==> config.mk <==
export PLATFORM = sky130hd
export DESIGN_NAME = sysarr_result_collector
export DESIGN_NICKNAME = d
export VERILOG_FILES = /design/src/rtl/sysarr_result_collector_pkg.sv /design/src/rtl/sysarr_vec_fifo.sv /design/src/rtl/sysarr_result_collector.sv
export SDC_FILE = /design/constraint.sdc
export NUM_CORES = 2
export LEC_CHECK = 0
export CAP_MARGIN = 10
export CORE_UTILIZATION = 45
export CTS_CLUSTER_DIAMETER = 80
export CTS_CLUSTER_SIZE = 8
export DETAILED_ROUTE_END_ITERATION = 8
export GPL_TIMING_DRIVEN = 0
export PLACE_DENSITY = 0.6
export REMOVE_ABC_BUFFERS = 1
export SLEW_MARGIN = 20
export SYNTH_ARGS = -nofsm -noshare
export SYNTH_HDL_FRONTEND = slang
export SYNTH_SLANG_ARGS = --single-unit
export TNS_END_PERCENT = 1
==> constraint.sdc <==
create_clock -name clk -period 52.4 [get_ports clk]
set_input_delay 5.24 -clock clk [delete_from_list [all_inputs] [get_ports clk]]
set_output_delay 5.24 -clock clk [all_outputs]
set_load 0.02 [all_outputs]
==> src/rtl/sysarr_result_collector_pkg.sv <==
// Shared helpers for the systolic-array result collector: row slicing, FIFO sizing, ReLU.
// Default geometry lives here so the top and the bench agree on widths.
package sysarr_result_collector_pkg;

  localparam int PSUM_BW        = 19;
  localparam int PE_ROWS        = 8;
  localparam int FIFO_DEPTH_DEF = 4;

  function automatic int ptr_width(input int depth);
    return (depth > 1) ? $clog2(depth) : 1;
  endfunction

  localparam int FIFO_PTR_W = ptr_width(FIFO_DEPTH_DEF);

  // LSB of row `row` inside a packed row bus of `bw`-bit rows.
  function automatic int row_lsb(input int row, input int bw);
    return row * bw;
  endfunction

  function automatic logic [PSUM_BW-1:0] relu(input logic [PSUM_BW-1:0] v);
    return v[PSUM_BW-1] ? '0 : v;
  endfunction

endpackage

==> src/rtl/sysarr_vec_fifo.sv <==
// Generic first-word-fallthrough vector FIFO with occupancy count and drop strobe.
// Head is read straight from register storage; a push when full is accepted only with a same-cycle pop.
module sysarr_vec_fifo
  import sysarr_result_collector_pkg::*;
#(
  parameter int WIDTH = 8,
  parameter int DEPTH = 4
) (
  input  logic                     clk,
  input  logic                     rst,
  input  logic                     clear_i,
  input  logic                     push_i,
  input  logic [WIDTH-1:0]         push_dat_i,
  input  logic                     pop_i,
  output logic                     out_vld_o,
  output logic [WIDTH-1:0]         out_dat_o,
  output logic [$clog2(DEPTH):0]   count_o,
  output logic                     drop_o
);

  localparam int PTR_W = ptr_width(DEPTH);
  localparam int CNT_W = PTR_W + 1;
  localparam logic [CNT_W-1:0] FULL_CNT = CNT_W'(DEPTH);

  logic [WIDTH-1:0] mem_q [DEPTH];
  logic [PTR_W-1:0] wr_ptr_q, wr_ptr_d;
  logic [PTR_W-1:0] rd_ptr_q, rd_ptr_d;
  logic [CNT_W-1:0] count_q, count_d;
  logic             full, empty, do_push, do_pop;

  always_comb begin
    empty   = (count_q == '0);
    full    = (count_q == FULL_CNT);
    do_pop  = pop_i && !empty && !clear_i;
    // A full FIFO still takes a push when the head leaves in the same cycle.
    do_push = push_i && !clear_i && (!full || do_pop);
    drop_o  = push_i && !clear_i && full && !do_pop;
  end

  always_comb begin
    wr_ptr_d = wr_ptr_q;
    rd_ptr_d = rd_ptr_q;
    count_d  = count_q;
    if (clear_i) begin
      wr_ptr_d = '0;
      rd_ptr_d = '0;
      count_d  = '0;
    end else begin
      if (do_push) wr_ptr_d = wr_ptr_q + PTR_W'(1);
      if (do_pop)  rd_ptr_d = rd_ptr_q + PTR_W'(1);
      count_d = count_q + CNT_W'(do_push) - CNT_W'(do_pop);
    end
  end

  always_ff @(posedge clk or posedge rst) begin
    if (rst) begin
      wr_ptr_q <= '0;
      rd_ptr_q <= '0;
      count_q  <= '0;
    end else begin
      wr_ptr_q <= wr_ptr_d;
      rd_ptr_q <= rd_ptr_d;
      count_q  <= count_d;
    end
  end

  always_ff @(posedge clk or posedge rst) begin
    if (rst) begin
      for (int i = 0; i < DEPTH; i++) mem_q[i] <= '0;
    end else if (do_push) begin
      mem_q[wr_ptr_q] <= push_dat_i;
    end
  end

  assign out_vld_o = !empty;
  assign out_dat_o = mem_q[rd_ptr_q];
  assign count_o   = count_q;

endmodule

==> src/rtl/sysarr_result_collector.sv <==
// Deskews the row-skewed partial-sum bus into aligned vectors and queues them for a valid/ready consumer.
// out_valid rises NUM_PE_ROWS cycles after row 0; full FIFO without a pop drops the vector (sticky overflow). SYSARR_COLLECT_RELU_EN clamps negative rows to 0.
module sysarr_result_collector
  import sysarr_result_collector_pkg::*;
#(
  parameter int PARTIAL_SUM_BW = PSUM_BW,
  parameter int NUM_PE_ROWS    = PE_ROWS,
  parameter int FIFO_DEPTH     = FIFO_DEPTH_DEF
) (
  input  logic                                  clk,
  input  logic                                  rst,
  input  logic                                  clear,
  input  logic                                  in_valid,
  input  logic [NUM_PE_ROWS*PARTIAL_SUM_BW-1:0] in_result,
  output logic                                  out_valid,
  input  logic                                  out_ready,
  output logic [NUM_PE_ROWS*PARTIAL_SUM_BW-1:0] out_data,
  output logic [$clog2(FIFO_DEPTH):0]           fifo_count,
  output logic                                  overflow
);

  localparam int N     = NUM_PE_ROWS;
  localparam int W     = PARTIAL_SUM_BW;
  localparam int VEC_W = N * W;

  logic [N-2:0]     vld_q, vld_d;
  logic             aligned_vld;
  logic [VEC_W-1:0] aligned_vec;
  logic [VEC_W-1:0] push_vec;
  logic             drop_vld;
  logic             overflow_q, overflow_d;

  always_comb begin
    vld_d    = '0;
    vld_d[0] = in_valid;
    for (int k = 1; k < N - 1; k++) vld_d[k] = vld_q[k-1];
    if (clear) vld_d = '0;
  end

  always_ff @(posedge clk or posedge rst) begin
    if (rst) vld_q <= '0;
    else     vld_q <= vld_d;
  end

  assign aligned_vld = vld_q[N-2];

  // Row r arrives r cycles late, so it waits N-1-r cycles to line up with row N-1.
  for (genvar r = 0; r < N; r++) begin : g_row
    if (r == N - 1) begin : g_direct
      assign aligned_vec[row_lsb(r, W) +: W] = in_result[row_lsb(r, W) +: W];
    end else begin : g_dly
      localparam int DLY = N - 1 - r;
      logic [W-1:0] sr_q [DLY];

      always_ff @(posedge clk or posedge rst) begin
        if (rst) begin
          for (int i = 0; i < DLY; i++) sr_q[i] <= '0;
        end else begin
          sr_q[0] <= in_result[row_lsb(r, W) +: W];
          for (int i = 1; i < DLY; i++) sr_q[i] <= sr_q[i-1];
        end
      end

      assign aligned_vec[row_lsb(r, W) +: W] = sr_q[DLY-1];
    end
  end

`ifdef SYSARR_COLLECT_RELU_EN
  always_comb begin
    push_vec = '0;
    for (int r = 0; r < N; r++) begin
      push_vec[row_lsb(r, W) +: W] = relu(aligned_vec[row_lsb(r, W) +: W]);
    end
  end
`else
  assign push_vec = aligned_vec;
`endif

  sysarr_vec_fifo #(
    .WIDTH (VEC_W),
    .DEPTH (FIFO_DEPTH)
  ) u_fifo (
    .clk        (clk),
    .rst        (rst),
    .clear_i    (clear),
    .push_i     (aligned_vld),
    .push_dat_i (push_vec),
    .pop_i      (out_ready),
    .out_vld_o  (out_valid),
    .out_dat_o  (out_data),
    .count_o    (fifo_count),
    .drop_o     (drop_vld)
  );

  // Only reset clears the overflow flag; clear leaves it for software to inspect.
  assign overflow_d = overflow_q | drop_vld;

  always_ff @(posedge clk or posedge rst) begin
    if (rst) overflow_q <= 1'b0;
    else     overflow_q <= overflow_d;
  end

  assign overflow = overflow_q;

endmodule

==> impl_summary.txt <==
----------------------------------------------------
[Power]
  Switching share of total power ... between 20 and 25%
  Internal power component ... 1.54 mW
  Leakage power of the design ... 23.9 nW
  Part of the total power dissipated in sequential elements ... 47.5%
  Peak supply drop ... around 26 uV
  Combinational power share ... 6.9%
  Switch Pwr ... roughly 440 uW
  Portion of total power attributed to the clock network ... a little under half
  Power per cell area ... 38.6 nW/um^2

[Run]
  Max-cap violations ... 0

[Timing]
  Fmax achieved ... 114 MHz
  Transition time of the tightest slew-check pin ... 0.803 ns
  Worst setup margin ... ~44 ns
  Final setup violation count ... 0
  Worst slew margin relative to its limit ... 46.3%
  Sum Neg Setup Slack ... 0 ns
  Final number of max-transition violations ... 0
  Post-route clock period utilization ... 16.8%
  Maximum clock skew at final layout ... 0.0201 ns
  Number of hold violations in the final report ... 0
  Final min period ... 8.78 ns
  Setup repair after global routing missed its margin ... no

[Setup path]
  Worst endpoint required time ... 52.99 ns
  Worst Path Max Fanout ... 21
  Slack of the worst reg-to-reg path ... ~48 ns
  Origin of the critical flop-to-flop path ... u_fifo.count_o[1]
  Kind of launch point of the worst setup path ... primary input
  Reg-to-Reg End ... u_fifo.mem_q[476]
  Logic depth of the worst register-to-register path ... 13
  Timing endpoint of the critical path ... u_fifo.mem_q[476]
  CP Class ... primary input to register
  Critical Path Start ... clear
  Arrival time worst endpoint ... 9.37 ns
  Crit. End Element ... register

[Clock tree]
  CTS hold repair buffers ... 0
  Cts repair resizes ... 0
  CTS sink cnt ... 1,155
  Clock tree from TritonCTS ... built
  Clock Latency Late Sink ... 0.72 ns
  Setup fix buffers added after clock tree synthesis ... 0
  CTS buffer count ... 162
  H-Tree Depth ... 4
  Clock root buffer ... sky130_fd_sc_hd__clkbuf_16
  Maximum number of buffers from clock root to sink ... 3
  Clock input transition at the sequential cells of the worst setup and hold paths ... approximately 0.050 ns

[Placed design]
  Final HPWL from detailed placement ... about 56 mm
  Placed Cells ... 3,647
  Pre-CTS setup slack ... 42.82 ns
  Total of buffers placed on input and output ports ... ~310
  Placement Cell Area ... approximately 47,000 sq um
  Final RePlAce weighted congestion ... roughly 0.73

[GRT]
  Number of global-route vias before repair ... 23,192
  Pin count of the biggest net entering global routing ... roughly 110
  Number of antenna violations at the first check in global routing ... 9
  Overflow left after global routing ... 0
  First-pass GRT wire length ... 136 mm
  All-Layer GR Usage ... a little under a fifth

[Finish]
  Util after Layout ... 56.6%
  Layout cell share with drive strength beyond 1 ... 43.1%
  Post-route non-filler standard cell count ... 3,830
  Fillcell total ... 6,880
  Synth-to-layout area growth ... 23.7%
  Layout net count ... 2,799
  Cell area after layout ... 51,300 sq um

[Route]
  Antenna Violating Nets Remaining ... 0
  First-pass iteration count of the detailed router ... 6
  Total routed wirelength ... around 83 mm
  Routed vias/inst ... 5.14
  DRC violations left ... 0
  Average wire per standard cell ... ~22 microns
  Initial detailed-routing violation count ... slightly below 1,000
  Detailed-route via count ... about 20,000

[Logic synthesis]
  Share of the yosys chip area belonging to registers ... 69.7%
  Count of cell types in the netlist ... 24
  Dominant cell type by area after synthesis ... sky130_fd_sc_hd__dfrtp_1
  Flip-flop and latch count after synthesis ... 1,155
  Netlist area before placement ... 41,500 sq um
  Count of warnings emitted by yosys ... 0
  Count of flip-flops with a built-in enable after synthesis ... 0
  Primary flip-flop cell chosen by synthesis mapping ... sky130_fd_sc_hd__dfrtp_1
  Number of instances in the synthesized netlist ... 2,066
  Average instance area after synthesis ... 20.1 sq um
  Share of the synthesized area in the top cell type ... 69.7%
  Cell types with the highest counts after synthesis ... sky130_fd_sc_hd__dfrtp_1, sky130_fd_sc_hd__mux2_4, sky130_fd_sc_hd__mux2_2, sky130_fd_sc_hd__mux4_2, sky130_fd_sc_hd__buf_2
  Leading cell type by number of instances after synthesis ... sky130_fd_sc_hd__dfrtp_1
  Async S/R FF share, synth ... 100%
  Leading post-synthesis cells by cell area ... sky130_fd_sc_hd__dfrtp_1, sky130_fd_sc_hd__mux2_4, sky130_fd_sc_hd__mux4_2, sky130_fd_sc_hd__mux2_2, sky130_fd_sc_hd__buf_6

[Floorplanning]
  I/O pins ... ~310
  Die height ... 306 microns
  Number of standard-cell rows in the floorplan ... 110
  Area of the core ... 90,600 sq um
  Floorplan die width ... 306 microns
  Die footprint ... 93,300 sq um
  Initial standard-cell utilization of the core ... 45.8%

[Min path]
  Worst hold path type ... register to register
  Cells on Worst Hold Path ... 0

[Run status]
  Status ... finished, final reports clean

----------------------------------------------------
## cells by family (layout without fill, tap and decap cells)
group,count (synthesis),in the layout,synth area share [%]
adder cells (fa/ha/maj),7,7,0.229
multiplexers,761,761,27.7
AO/OA/AOI/OAI,5,5,0.0845
AND/OR/NAND/NOR,22,22,0.359
XOR/XNOR,4,4,0.0845
buffers and inverters,112,697,1.82
other,0,3,0
flip-flops,1155,1155,69.7
## power by group through the flow
stage	Sequential [mW]	Clock [mW]	Combinational [mW]
after floorplan	0.966	0	0.0681
after global placement	0.982	0	0.112
after detailed placement	0.953	0	0.141
after CTS	0.939	0.934	0.141
after global routing	0.941	0.974	0.148
final	0.939	0.903	0.136
## area by class of cell
type	instances	area, sq um	area share [%]
Antenna cell	3	7.51	0.0146
Clock inverter	13	171	0.334
Clock buffer	167	4120	8.03
Sequential cell	1155	28900	56.4
Multi-Input combinational cell	799	11800	23.1
Inverter	8	37.5	0.0732
Tap cell	1176	1470	2.87
Timing Repair Buffer	509	4740	9.25
## flip-flops by register name, indices dropped and copies added (netlist names)
name              flops
u_fifo.wr_ptr_q       2
u_fifo.rd_ptr_q       2
aligned_vec         114
vld_q                 7
u_fifo.mem_q        608
overflow              1
g_row.g_dly.sr_q    418
u_fifo.count_o        3
## critical path, cell delays in order
cell and delay (ns):
sky130_fd_sc_hd__clkdlybuf4s50_1 0.82, sky130_fd_sc_hd__nor4b_2 0.83, sky130_fd_sc_hd__buf_4 0.27, sky130_fd_sc_hd__buf_4 0.17, sky130_fd_sc_hd__buf_2 0.20, sky130_fd_sc_hd__buf_4 0.18
sky130_fd_sc_hd__buf_2 0.21, sky130_fd_sc_hd__buf_2 0.21, sky130_fd_sc_hd__buf_2 0.24, sky130_fd_sc_hd__buf_2 0.23, sky130_fd_sc_hd__buf_2 0.25, sky130_fd_sc_hd__buf_2 0.19
sky130_fd_sc_hd__mux2_4 0.30
## worst min-delay path by stage
stage,startpoint,endpoint,slack [ns]
final,g_row[2].g_dly.sr_q[52],g_row[2].g_dly.sr_q[33],0.33
after global placement,g_row[2].g_dly.sr_q[42],g_row[2].g_dly.sr_q[23],0.33
after CTS,g_row[2].g_dly.sr_q[52],g_row[2].g_dly.sr_q[33],0.33
after detailed placement,g_row[0].g_dly.sr_q[31],aligned_vec[12],0.33
after global routing,g_row[2].g_dly.sr_q[52],g_row[2].g_dly.sr_q[33],0.34
after floorplan,g_row[0].g_dly.sr_q[19],aligned_vec[0],0.33
## layout by cell type (no fill, tap or decap), types with 2 or more instances in the layout
cell / count
sky130_fd_sc_hd__buf_12: 2
sky130_fd_sc_hd__buf_16: 20
sky130_fd_sc_hd__buf_2: 116
sky130_fd_sc_hd__buf_4: 57
sky130_fd_sc_hd__clkbuf_1: 3
sky130_fd_sc_hd__clkbuf_16: 164
sky130_fd_sc_hd__clkdlybuf4s50_1: 313
sky130_fd_sc_hd__clkinv_8: 2
sky130_fd_sc_hd__dfrtp_1: 1153
sky130_fd_sc_hd__dfrtp_4: 2
sky130_fd_sc_hd__diode_2: 3
sky130_fd_sc_hd__ha_1: 6
sky130_fd_sc_hd__inv_1: 7
sky130_fd_sc_hd__inv_6: 9
sky130_fd_sc_hd__mux2_2: 289
sky130_fd_sc_hd__mux2_4: 320
sky130_fd_sc_hd__mux4_2: 152
sky130_fd_sc_hd__nor2_1: 6
sky130_fd_sc_hd__nor2b_1: 8
sky130_fd_sc_hd__nor4b_2: 4
sky130_fd_sc_hd__or3_1: 2
sky130_fd_sc_hd__xor2_1: 3
## through the flow
| stage | hold slack (ns) | power, mW |
|---|---|---|
| finish | 0.326 | 1.98 |
| global route | 0.337 | 2.06 |
| CTS | 0.332 | 2.01 |
| floorplan | 0.331 | 1.03 |
| detailed placement | 0.335 | 1.09 |
| global placement | 0.331 | 1.09 |
## routing by layer
metal	global-route usage, %	vias up	wire [microns]
met5	0	-	67
met4	6.61	12	2080
met3	5.30	169	4420
met2	30.7	395	42100
met1	24.2	10641	34800
li1	-	8456	-
Power figures use the tool's default switching activity.
